<file path="src/rtl/seg_value_formatter_pkg.sv">
// Shared display-path definitions: segment glyphs, segment bit positions,
// formatter FSM encoding and a small helper for decimal range limits.
package seg_pkg;

    // Segment bit positions inside a 7-bit glyph, a..g, active-high
    localparam int SEG_A = 6;
    localparam int SEG_B = 5;
    localparam int SEG_C = 4;
    localparam int SEG_D = 3;
    localparam int SEG_E = 2;
    localparam int SEG_F = 1;
    localparam int SEG_G = 0;

    localparam logic [6:0] SEG_0     = 7'h7E;
    localparam logic [6:0] SEG_1     = 7'h30;
    localparam logic [6:0] SEG_2     = 7'h6D;
    localparam logic [6:0] SEG_3     = 7'h79;
    localparam logic [6:0] SEG_4     = 7'h33;
    localparam logic [6:0] SEG_5     = 7'h5B;
    localparam logic [6:0] SEG_6     = 7'h5F;
    localparam logic [6:0] SEG_7     = 7'h70;
    localparam logic [6:0] SEG_8     = 7'h7F;
    localparam logic [6:0] SEG_9     = 7'h7B;
    localparam logic [6:0] SEG_BLANK = 7'h00;
    localparam logic [6:0] SEG_DASH  = 7'h01;

    typedef enum logic [1:0] {
        ST_IDLE  = 2'd0,
        ST_SHIFT = 2'd1,
        ST_LATCH = 2'd2
    } fmt_state_e;

    // 10^n at 64 bits; wide enough for any realistic value width plus one
    function automatic logic [63:0] pow10(input int n);
        logic [63:0] r;
        r = 64'd1;
        for (int i = 0; i < n; i++) begin
            r = r * 64'd10;
        end
        return r;
    endfunction

endpackage

</file>
<file path="src/rtl/seg_value_formatter_if.sv">
// Value handshake and pixel bus between the upstream feeder, the formatter
// and the glyph renderer.
// Handshake: a value transfers on a rising clk edge where val_valid and
// val_ready are both high; val_ready is high only while the formatter is
// idle, and the upstream holds val_in stable until that transfer edge.
interface seg_value_formatter_if
    import seg_pkg::*;
#(
    parameter int VAL_W = 14
);
    logic [VAL_W-1:0] val_in;
    logic             val_valid;
    logic             val_ready;
    logic [8:0]       x;
    logic [8:0]       digit_x;
    logic [6:0]       seg_data;
    fmt_state_e       dbg_state;

    modport master (
        output val_in, val_valid, x,
        input  val_ready, digit_x, seg_data, dbg_state
    );

    modport slave (
        input  val_in, val_valid, x,
        output val_ready, digit_x, seg_data, dbg_state
    );
endinterface

</file>
<file path="src/rtl/seg_value_formatter_bcd_to_seg.sv">
// Combinational BCD nibble to seven-segment glyph decoder; codes 10..15
// decode to a blank cell.
module bcd_to_seg
    import seg_pkg::*;
(
    input  logic [3:0] nib_i,
    output logic [6:0] seg_o
);
    // Nibble lookup
    always_comb begin
        seg_o = SEG_BLANK;
        case (nib_i)
            4'd0: seg_o = SEG_0;
            4'd1: seg_o = SEG_1;
            4'd2: seg_o = SEG_2;
            4'd3: seg_o = SEG_3;
            4'd4: seg_o = SEG_4;
            4'd5: seg_o = SEG_5;
            4'd6: seg_o = SEG_6;
            4'd7: seg_o = SEG_7;
            4'd8: seg_o = SEG_8;
            4'd9: seg_o = SEG_9;
            default: seg_o = SEG_BLANK;
        endcase
    end
endmodule

</file>
<file path="src/rtl/seg_value_formatter.sv">
// Binary value to seven-segment formatter: sequential double-dabble BCD
// conversion, leading-zero blanking / overflow dashes, atomic display
// register update, and a registered per-pixel digit-cell lookup.
module seg_value_formatter
    import seg_pkg::*;
#(
    parameter int DIGITS      = 4,
    parameter int VAL_W       = 14,
    parameter int DIGIT_PITCH = 80,
    parameter int BLANK_LZ    = 1
) (
    input  logic clk,
    input  logic rst,
    seg_value_formatter_if.slave bus
);
    localparam int          BCD_W     = 4 * DIGITS;
    localparam int          CNT_W     = $clog2(VAL_W + 1);
    localparam int          IDX_W     = (DIGITS > 1) ? $clog2(DIGITS) : 1;
    localparam logic [63:0] OVF_LIMIT = pow10(DIGITS);

    fmt_state_e         state_q, state_d;
    logic [VAL_W-1:0]   shift_q, shift_d;
    logic [BCD_W-1:0]   bcd_q, bcd_d;
    logic [BCD_W-1:0]   bcd_adj;
    logic [CNT_W-1:0]   cnt_q, cnt_d;
    logic               ovf_q, ovf_d;
    logic [6:0]         disp_q [DIGITS];
    logic [6:0]         disp_d [DIGITS];
    logic [6:0]         disp_new [DIGITS];
    logic [6:0]         glyph [DIGITS];
    logic [3:0]         digit_nib [DIGITS];
    logic [8:0]         digit_x_q, digit_x_d;
    logic [6:0]         seg_q, seg_d;
    logic [8:0]         idx;
    logic [8:0]         cell_start;
    logic               seen_nz;

    // Digit 0 is the leftmost / most significant nibble of the accumulator
    for (genvar g = 0; g < DIGITS; g++) begin : g_digit
        assign digit_nib[g] = bcd_q[4*(DIGITS-1-g) +: 4];
        bcd_to_seg u_dec (
            .nib_i (digit_nib[g]),
            .seg_o (glyph[g])
        );
    end

    // Double-dabble correction: every nibble >= 5 gets +3 before the shift
    always_comb begin
        bcd_adj = '0;
        for (int i = 0; i < DIGITS; i++) begin
            if (bcd_q[4*i +: 4] >= 4'd5) begin
                bcd_adj[4*i +: 4] = bcd_q[4*i +: 4] + 4'd3;
            end else begin
                bcd_adj[4*i +: 4] = bcd_q[4*i +: 4];
            end
        end
    end

    // Display image for the finished conversion: dashes, blanking or glyphs
    always_comb begin
        seen_nz = 1'b0;
        for (int i = 0; i < DIGITS; i++) begin
            disp_new[i] = glyph[i];
            if (ovf_q) begin
                disp_new[i] = SEG_DASH;
            end else if ((BLANK_LZ != 0) && !seen_nz && (i != DIGITS - 1)
                         && (digit_nib[i] == 4'd0)) begin
                disp_new[i] = SEG_BLANK;
            end else begin
                seen_nz = 1'b1;
            end
        end
    end

    // FSM next state and datapath: accept, shift VAL_W times, latch
    always_comb begin
        state_d = state_q;
        shift_d = shift_q;
        bcd_d   = bcd_q;
        cnt_d   = cnt_q;
        ovf_d   = ovf_q;
        disp_d  = disp_q;
        case (state_q)
            ST_IDLE: begin
                if (bus.val_valid) begin
                    shift_d = bus.val_in;
                    bcd_d   = '0;
                    ovf_d   = ({{(64-VAL_W){1'b0}}, bus.val_in} >= OVF_LIMIT);
                    cnt_d   = CNT_W'(VAL_W);
                    state_d = ST_SHIFT;
                end
            end
            ST_SHIFT: begin
                {bcd_d, shift_d} = {bcd_adj, shift_q} << 1;
                cnt_d = cnt_q - CNT_W'(1);
                if (cnt_q == CNT_W'(1)) begin
                    state_d = ST_LATCH;
                end
            end
            ST_LATCH: begin
                disp_d  = disp_new;
                state_d = ST_IDLE;
            end
            default: state_d = ST_IDLE;
        endcase
    end

    // Conversion and display registers
    always_ff @(posedge clk) begin
        if (rst) begin
            state_q <= ST_IDLE;
            shift_q <= '0;
            bcd_q   <= '0;
            cnt_q   <= '0;
            ovf_q   <= 1'b0;
            for (int i = 0; i < DIGITS; i++) begin
                disp_q[i] <= (i == DIGITS - 1) ? SEG_0 : SEG_BLANK;
            end
        end else begin
            state_q <= state_d;
            shift_q <= shift_d;
            bcd_q   <= bcd_d;
            cnt_q   <= cnt_d;
            ovf_q   <= ovf_d;
            disp_q  <= disp_d;
        end
    end

    // Pixel path: cell index by constant division, offset within the cell
    always_comb begin
        idx        = bus.x / 9'(DIGIT_PITCH);
        cell_start = 9'(idx * DIGIT_PITCH);
        digit_x_d  = bus.x - cell_start;
        seg_d      = SEG_BLANK;
        if (idx < 9'(DIGITS)) begin
            seg_d = disp_q[idx[IDX_W-1:0]];
        end
    end

    // Pixel output registers, one cycle behind x
    always_ff @(posedge clk) begin
        if (rst) begin
            digit_x_q <= '0;
            seg_q     <= SEG_BLANK;
        end else begin
            digit_x_q <= digit_x_d;
            seg_q     <= seg_d;
        end
    end

    assign bus.val_ready = (state_q == ST_IDLE);
    assign bus.digit_x   = digit_x_q;
    assign bus.seg_data  = seg_q;
    assign bus.dbg_state = state_q;

endmodule
</file>
<file path="src/flat_wrapper.sv">
// flat-port wrapper written by rule: the top's interface ports become plain ports
module seg_value_formatter_flat import seg_pkg::*;
#(
    parameter int DIGITS      = 4,
    parameter int VAL_W       = 14,
    parameter int DIGIT_PITCH = 80,
    parameter int BLANK_LZ    = 1
)
  (clk, rst, bus_val_in, bus_val_valid, bus_x, bus_val_ready, bus_digit_x, bus_seg_data, bus_dbg_state);
  seg_value_formatter_if #(.VAL_W(VAL_W)) bus_i ();
  input  logic clk;
  input  logic rst;
  input wire logic [$bits(bus_i.val_in)-1:0] bus_val_in;
  input wire logic [$bits(bus_i.val_valid)-1:0] bus_val_valid;
  input wire logic [$bits(bus_i.x)-1:0] bus_x;
  output wire logic [$bits(bus_i.val_ready)-1:0] bus_val_ready;
  output wire logic [$bits(bus_i.digit_x)-1:0] bus_digit_x;
  output wire logic [$bits(bus_i.seg_data)-1:0] bus_seg_data;
  output wire logic [$bits(bus_i.dbg_state)-1:0] bus_dbg_state;
  assign bus_i.val_in = bus_val_in;
  assign bus_i.val_valid = bus_val_valid;
  assign bus_i.x = bus_x;
  assign bus_val_ready = bus_i.val_ready;
  assign bus_digit_x = bus_i.digit_x;
  assign bus_seg_data = bus_i.seg_data;
  assign bus_dbg_state = bus_i.dbg_state;
  seg_value_formatter #(.DIGITS(DIGITS), .VAL_W(VAL_W), .DIGIT_PITCH(DIGIT_PITCH), .BLANK_LZ(BLANK_LZ)) u_core (.clk(clk), .rst(rst), .bus(bus_i));
endmodule
</file>
<file path="config.mk">
export PLATFORM = sky130hd
export DESIGN_NAME = seg_value_formatter_flat
export DESIGN_NICKNAME = d
export VERILOG_FILES = /design/src/rtl/seg_value_formatter_pkg.sv /design/src/rtl/seg_value_formatter_if.sv /design/src/rtl/seg_value_formatter_bcd_to_seg.sv /design/src/rtl/seg_value_formatter.sv /design/src/flat_wrapper.sv
export SDC_FILE = /design/constraint.sdc
export NUM_CORES = 1
export LEC_CHECK = 0
export ABC_AREA = 1
export CORE_MARGIN = 1.5
export CORE_UTILIZATION = 58
export CTS_BUF_LIST = sky130_fd_sc_hd__clkbuf_16
export CTS_CLUSTER_SIZE = 24
export DETAILED_ROUTE_END_ITERATION = 16
export HOLD_SLACK_MARGIN = 0.06
export PLACE_DENSITY = 0.8
export SYNTH_ARGS = -nofsm -noshare
export SYNTH_HDL_FRONTEND = slang
export SYNTH_SLANG_ARGS = --single-unit
</file>
<file path="constraint.sdc">
create_clock -name clk -period 3.2 [get_ports clk]
set_input_delay 0.64 -clock clk [delete_from_list [all_inputs] [get_ports clk]]
set_output_delay 0.64 -clock clk [all_outputs]
set_load 0.05 [all_outputs]
</file>
Word-level counts from Yosys, hierarchy flattened

Memories as Yosys holds them, arrays and structs flattened. A register that Yosys moved wholly into a read port is not among the register bits.
Cells that the tools add are included.

$add $sub $neg: 6
Multiply operators: 1
Div/mod/pow operators: 1
Order comparisons: 7
Equality and inequality tests: 5
Shifts and indexed selects: 0
Multiplexer cells: 35
Bitwise logic cells: 2
Reductions and logical operators: 13

Operators by type and width:

| operator               | count |
|---|---|
| $mux W7                | 9 |
| $mux W4                | 12 |
| $pmux W16 S2           | 1 |
| $pmux W14 S2           | 1 |
| $ge A4 B3 Y1 const B   | 4 |
| $mux W16               | 1 |
| $bmux W7 S2            | 1 |
| $ge A14 B14 Y1 const B | 1 |
| $mux W14               | 1 |
| $add A4 B2 Y4 const B  | 3 |
| $logic_not A4 Y1       | 3 |
| $div A9 B7 Y9 const B  | 1 |
| $lt A9 B3 Y1 const B   | 1 |
| $mul A9 B3 Y5 const B  | 1 |
| $sub A9 B9 Y9          | 1 |
| $pmux W4 S2            | 1 |
| $reduce_and A2 Y1      | 3 |
| $eq A4 B1 Y1 const B   | 1 |
| $mux W1                | 4 |
| $mux W2                | 2 |
| $pmux W2 S2            | 1 |
| $sub A4 B1 Y4 const B  | 1 |
| $add A3 B2 Y3 const B  | 1 |
| $ge A3 B3 Y1 const B   | 1 |
| other kinds (12)       | 14 |

Register bits: 81
Bits in latches: 0
RAM bits: 0
ROM bits: 448
Output and inout bits: 19
Logic and storage cells: 85
Memories kept: 4

Memories:

| memory          | depth | bits a word | rd ports | clocked after Yosys merged registers in | write ports | RTL line                             | source |
|---|---|---|---|---|---|---|---|
| (no name shown) | 16    | 7           | 1        | 1                                       | 0           | seg_value_formatter_bcd_to_seg.sv:12 | `case (nib_i)` |
| (no name shown) | 16    | 7           | 1        | 1                                       | 0           | seg_value_formatter_bcd_to_seg.sv:12 |  |
| (no name shown) | 16    | 7           | 1        | 1                                       | 0           | seg_value_formatter_bcd_to_seg.sv:12 |  |
| (no name shown) | 16    | 7           | 1        | 1                                       | 0           | seg_value_formatter_bcd_to_seg.sv:12 |  |

Longest topological paths before layout

Word-level depth: 11
Depth in mapped cells: 17
Gate-level depth less buffers: 16

Hierarchy

A second synthesis with hierarchy kept.

Cells, all modules: 672
Area, all modules: 4680.7 sq um

Modules (own cells, without submodules):

| module              | times used | cells an instance | area each (sq um) | seq. area each (sq um) |
|---|---|---|---|---|
| seg_value_formatter | 1          | 516               | 3839.9            | 1621.6 |
| bcd_to_seg          | 4          | 39                | 210.2             | 0.0 |

Least setup slack after synthesis

No wires, ideal clock.

Kind: input to register
Start: input bus_x[7]
End: register u_core.digit_x_q[8], in the netlist u_core.bus.digit_x[8]
Library setup time: 70 ps
Data arrival time: 2601 ps
Slack: 529 ps
Stages: 16
Buffers on the path: 1
Cells stage by stage: nor2_4 nand2_2 nand2_2 nand3_2 nand2_4 nand2_4 buf_6 ha_1 ha_1 inv_1 ha_1 inv_1 nor3_1 a211oi_1 o21ai_0 a21oi_1

Cells in the longest elaborated chain, start to end: 3

Ends and longest elaborated chain:

| element              | RTL line                   | source |
|---|---|---|
| start, declared      | flat_wrapper.sv:15         | `input wire logic [$bits(bus_i.x)-1:0] bus_x;` |
| $div A9 B7 Y9        | seg_value_formatter.sv:131 | `idx = bus.x / 9'(DIGIT_PITCH);` |
| $mul A9 B3 Y5        | seg_value_formatter.sv:132 | `cell_start = 9'(idx * DIGIT_PITCH);` |
| $sub A9 B9 Y9 *      | seg_value_formatter.sv:133 | `digit_x_d = bus.x - cell_start;` |
| end signal, assigned | seg_value_formatter.sv:146 | `digit_x_q <= digit_x_d;` |
| end, declared        | seg_value_formatter.sv:32  | `logic [8:0] digit_x_q, digit_x_d;` |

Mark *: on every way between the ends. The rest lies on a longest branch, timed or not.
A chain may end at the register's enable or synchronous reset.

Worst setup path in the final report

Start: input bus_x[6]
End: register u_core.digit_x_q[8], in the netlist u_core.bus.digit_x[8]

Same word-level chain as after synthesis.

==> out/results.env <==
POST-ROUTE-UTIL_PCT=68.52
CPLARGESTDELAYFAMILY='buffers and inverters'
WORST_SLEW_PIN_SLEW_NS=0.6737
MOST_FREQUENTLY_USED_FLOP_MASTER_AFTER_SYNTHESIS='sky130_fd_sc_hd__dfxtp_1'
INITIAL_ANTENNA_VIOLATION_COUNT=0
P_TOTAL_mW=2.963
FLOORPLAN.IO_PINS=45
YOSYSSEQAREASHARE_PCT=39.56
POST_CTS_RESIZE_COUNT=0
ROUTED_WIRELENGTH_MM=11.74
SYNTH_EDF_COUNT=0
CP-START-KIND='input pin'
CRITICAL_PATH_DEPTH=17
PIN_COUNT_OF_THE_BIGGEST_NET_ENTERING_GLOBAL_ROUTING=30
PLACEMENT_ROW_COUNT=35
DRT_PRE_ANTENNA_ITERS=5
PORT_BUFFER_COUNT=44
DRC=0
LAYOUT_FILLER_CELL_COUNT=761
RSZ0062_AT_GRT='false'
CTS_HOLD_REPAIR.BUFFERS=0
POSTSYNTHNETCOUNT=787
DRIVE_ABOVE_1_SHARE_PCT=10.20
MIN_PATH_CELLS=2
VIAS_IN_THE_FIRST_GLOBAL_ROUTE=4361
PATH_CELLS='clkdlybuf4s50_1 -> inv_1 -> nand2_1 -> nand2_1 -> nand2_2 -> nand3_2 -> nand2_4 -> nand2_4 -> ha_1 -> ha_1 -> inv_1 -> ha_1 -> inv_1 -> nor3_1 -> a211oi_1 -> o21ai_0 -> a21oi_1'
CRIT_REQUIRED_NS=3.48
MIN_PATH_TYPE='register to register'
DRV_SLEW=0
VIA_COUNT=4668
FINALSETUPVIOLCOUNT=0
FINALCRITICALPERIOD_NS=2.914
SYNTH_CELLS=718
MOSTFREQUENTLAYOUTCELL='sky130_fd_sc_hd__nand2_1'
VDD_DROP_MAX_mV=0.3064
GRT_OVERFLOW_TOTAL=0
MOST-COMMON-LAYOUT-CELLS='sky130_fd_sc_hd__nand2_1 (196), sky130_fd_sc_hd__dfxtp_1 (109), sky130_fd_sc_hd__inv_1 (90)'
GRT_FIRST_PASS_WIRELENGTH_MM=19.51
OUTCOME='finished, final reports clean'
SETUP.WORST_PATH.END_CLASS='register'
CLOCKROOTBUFFER='sky130_fd_sc_hd__clkbuf_16'
POST_LAYOUT_NONFILLER_INSTANCES=894
SYNTH_AREA_PER_CELL_UM2=7.683
DIE_WIDTH_UM=100.5
REG2REG_DEPTH=11
COUNT_OF_ENDPOINTS_FAILING_HOLD_IN_THE_FINAL_TIMING_REPORT=0
GROUTE.USAGE.OVERALL_PCT=24.14
TIMING.CRITICAL_PATH.BUF_INV=4
TRITONCTS_NUM_SINKS=109
DIE_OUTLINE_AREA_UM2=10110
POST_ROUTE_CLOCK_PERIOD_UTILIZATION_PCT=91.08
SYNTH_WARNINGS=0
POWER.LEAKAGE_nW=2.843
R2R_SLACK_NS=0.92
CTS_SETUP_BUFFERS=0
SETUP.WORST_PATH.CLASS='input pin to register'
DIE_Y_UM=100.5
SYNTH.LIB_CELLS_USED.DISTINCT=47
MAX_FREQ_GHz=0.3431
NORMALIZED_MAX_SLEW_MARGIN_PCT=55.04
MAX_CAP_VIOLATIONS=0
INITIAL_UTILIZATION_PCT=59.70
PLACEDCELLCOUNT=878
FINAL_NET_COUNT=829
CLK_PATH_BUF_DEPTH=2
NUMCTSBUFFERS=9
DETAIL-ROUTE-ANTENNA-NETS=0
AREA_GROWTH_PCT=14.77
DIODE_COUNT=0
CPPEAKSTAGEDELAY_NS=0.59
SYN-CELL-AREA_UM2=5517
DR.FIRST_ITER.DRC_COUNT=238
DP_HPWL_MM=8.470
CTS_TREE='yes'
CRIT_ARRIVAL_NS=3.20
CORE_UM2=9240
CLKLATENCYLATEPIN_NS=0.34
VIAS_PER_CELL=5.221
YS_FF_LATCH=109
TIMING.CRITICAL_PATH.SLOWEST_STAGE_CELL='sky130_fd_sc_hd__clkdlybuf4s50_1'
DETAIL_ROUTE.WL_PER_CELL_UM=13.13
POWER_PER_CELL_AREA_nW_PER_UM2=468.0
ASYNCSETRESETFLOPFRACSYNTH_PCT=0
GLOBALPLACE.CONGESTION=0.8665
PATH_MAX_FANOUT=4
PATH_CLK_SLEW_NS=0.07
HTREE_NUM_LEVELS=3
SKEW_NS=0.005326
## state kept, by name, summed over array words and instances (netlist names)
| register | count |
|---|---|
| u_core.bus.seg_data | 7 |
| u_core.bus.dbg_state | 2 |
| u_core.cnt_q | 4 |
| u_core.ovf_q | 1 |
| u_core.bus.digit_x | 9 |
| u_core.g_digit.u_dec.seg_o | 28 |
| u_core.bcd_q | 16 |
| u_core.disp_q | 28 |
| u_core.shift_q | 14 |
## per-stage QoR
step / hold WS (ns) / TNS, ns / setup slack (ns) / area, um^2
global placement: 0.4331 / 0 / 0.06834 / 6048
detailed placement: 0.4338 / -0.07209 / -0.07209 / 6048
CTS: 0.4441 / 0 / 0.2772 / 6331
floorplan: 0.4232 / 0 / 0.5293 / 5517
global route: 0.4552 / 0 / 0.09606 / 6331
finish: 0.4445 / 0 / 0.2855 / 6331
## routing by layer
layer	up-vias	track usage, %	wire length [um]
li1	2393	-	-
met1	2156	30.05	5274
met2	102	42.49	5809
met3	17	3.675	459
met4	0	8.667	195
met5	-	0	0
## cell usage after synthesis, types with 3 or more instances
cell type / number / area (um^2)
sky130_fd_sc_hd__a21oi_1: 41 / 205.2
sky130_fd_sc_hd__ha_1: 42 / 525.5
sky130_fd_sc_hd__nand3b_1: 13 / 97.59
sky130_fd_sc_hd__inv_2: 11 / 41.29
sky130_fd_sc_hd__buf_2: 10 / 50.05
sky130_fd_sc_hd__nand2_1: 196 / 735.7
sky130_fd_sc_hd__a31oi_1: 9 / 56.30
sky130_fd_sc_hd__o22ai_1: 4 / 25.02
sky130_fd_sc_hd__a21oi_2: 3 / 26.28
sky130_fd_sc_hd__o211ai_1: 7 / 52.55
sky130_fd_sc_hd__inv_1: 89 / 334.1
sky130_fd_sc_hd__clkbuf_1: 7 / 26.28
sky130_fd_sc_hd__nor2_2: 3 / 18.77
sky130_fd_sc_hd__dfxtp_1: 109 / 2182
sky130_fd_sc_hd__o21ai_0: 18 / 90.09
sky130_fd_sc_hd__nand2_4: 5 / 56.30
sky130_fd_sc_hd__nor2_1: 22 / 82.58
sky130_fd_sc_hd__xnor2_1: 3 / 26.28
sky130_fd_sc_hd__nand2_2: 10 / 62.56
sky130_fd_sc_hd__a221oi_1: 3 / 26.28
sky130_fd_sc_hd__nand3_1: 58 / 290.3
sky130_fd_sc_hd__o21ai_1: 8 / 40.04
sky130_fd_sc_hd__nand3_2: 5 / 50.05
sky130_fd_sc_hd__a211oi_1: 5 / 37.54
sky130_fd_sc_hd__xor2_1: 3 / 26.28
sky130_fd_sc_hd__buf_6: 5 / 56.30
sky130_fd_sc_hd__a22oi_1: 3 / 22.52
## where the power goes
part | total [mW] | internal (mW) | switching, mW
Sequential | 1.43 | 1.41 | 0.0276
Combinational | 0.462 | 0.163 | 0.299
Clock | 1.07 | 0.541 | 0.525
## final timing paths
kind,endpoint,start
max,u_core.bus.digit_x[8],bus_x[6]
min,u_core.disp_q[23],u_core.g_digit[0].u_dec.seg_o[2]
max reg2reg,u_core.g_digit[0].u_dec.seg_o[3],u_core.bus.dbg_state[0]
min reg2reg,u_core.disp_q[23],u_core.g_digit[0].u_dec.seg_o[2]
## worst min-delay path, delay by kind of cell, from the launching register on
| family | cells | cell delay (ns) |
|---|---|---|
| flip-flops | 1 | 0.30 |
| AND/OR/NAND/NOR | 1 | 0.05 |
| AO/OA/AOI/OAI | 1 | 0.05 |
## area by class of cell
class,count,area (um^2),share of cell area (%)
multi-input cells,485,2815,44.47
flip-flops and latches,109,2182,34.47
repair buffers,54,510.5,8.063
inverters,101,379.1,5.988
clock buffers,9,225.2,3.557
well taps,129,161.4,2.549
clock inverters,7,57.56,0.9091
## cell families (layout without fill, tap and decap cells)
kind of cell,count (synthesis),count (layout),share of synthesized area [%]
XOR/XNOR,6,6,0.9528
flip-flops,109,109,39.56
buffers and inverters,124,171,9.413
AND/OR/NAND/NOR,325,325,27.24
AO/OA/AOI/OAI,111,111,12.95
adder cells (fa/ha/maj),43,43,9.889
No activity file was read; power rests on OpenSTA's default activity.
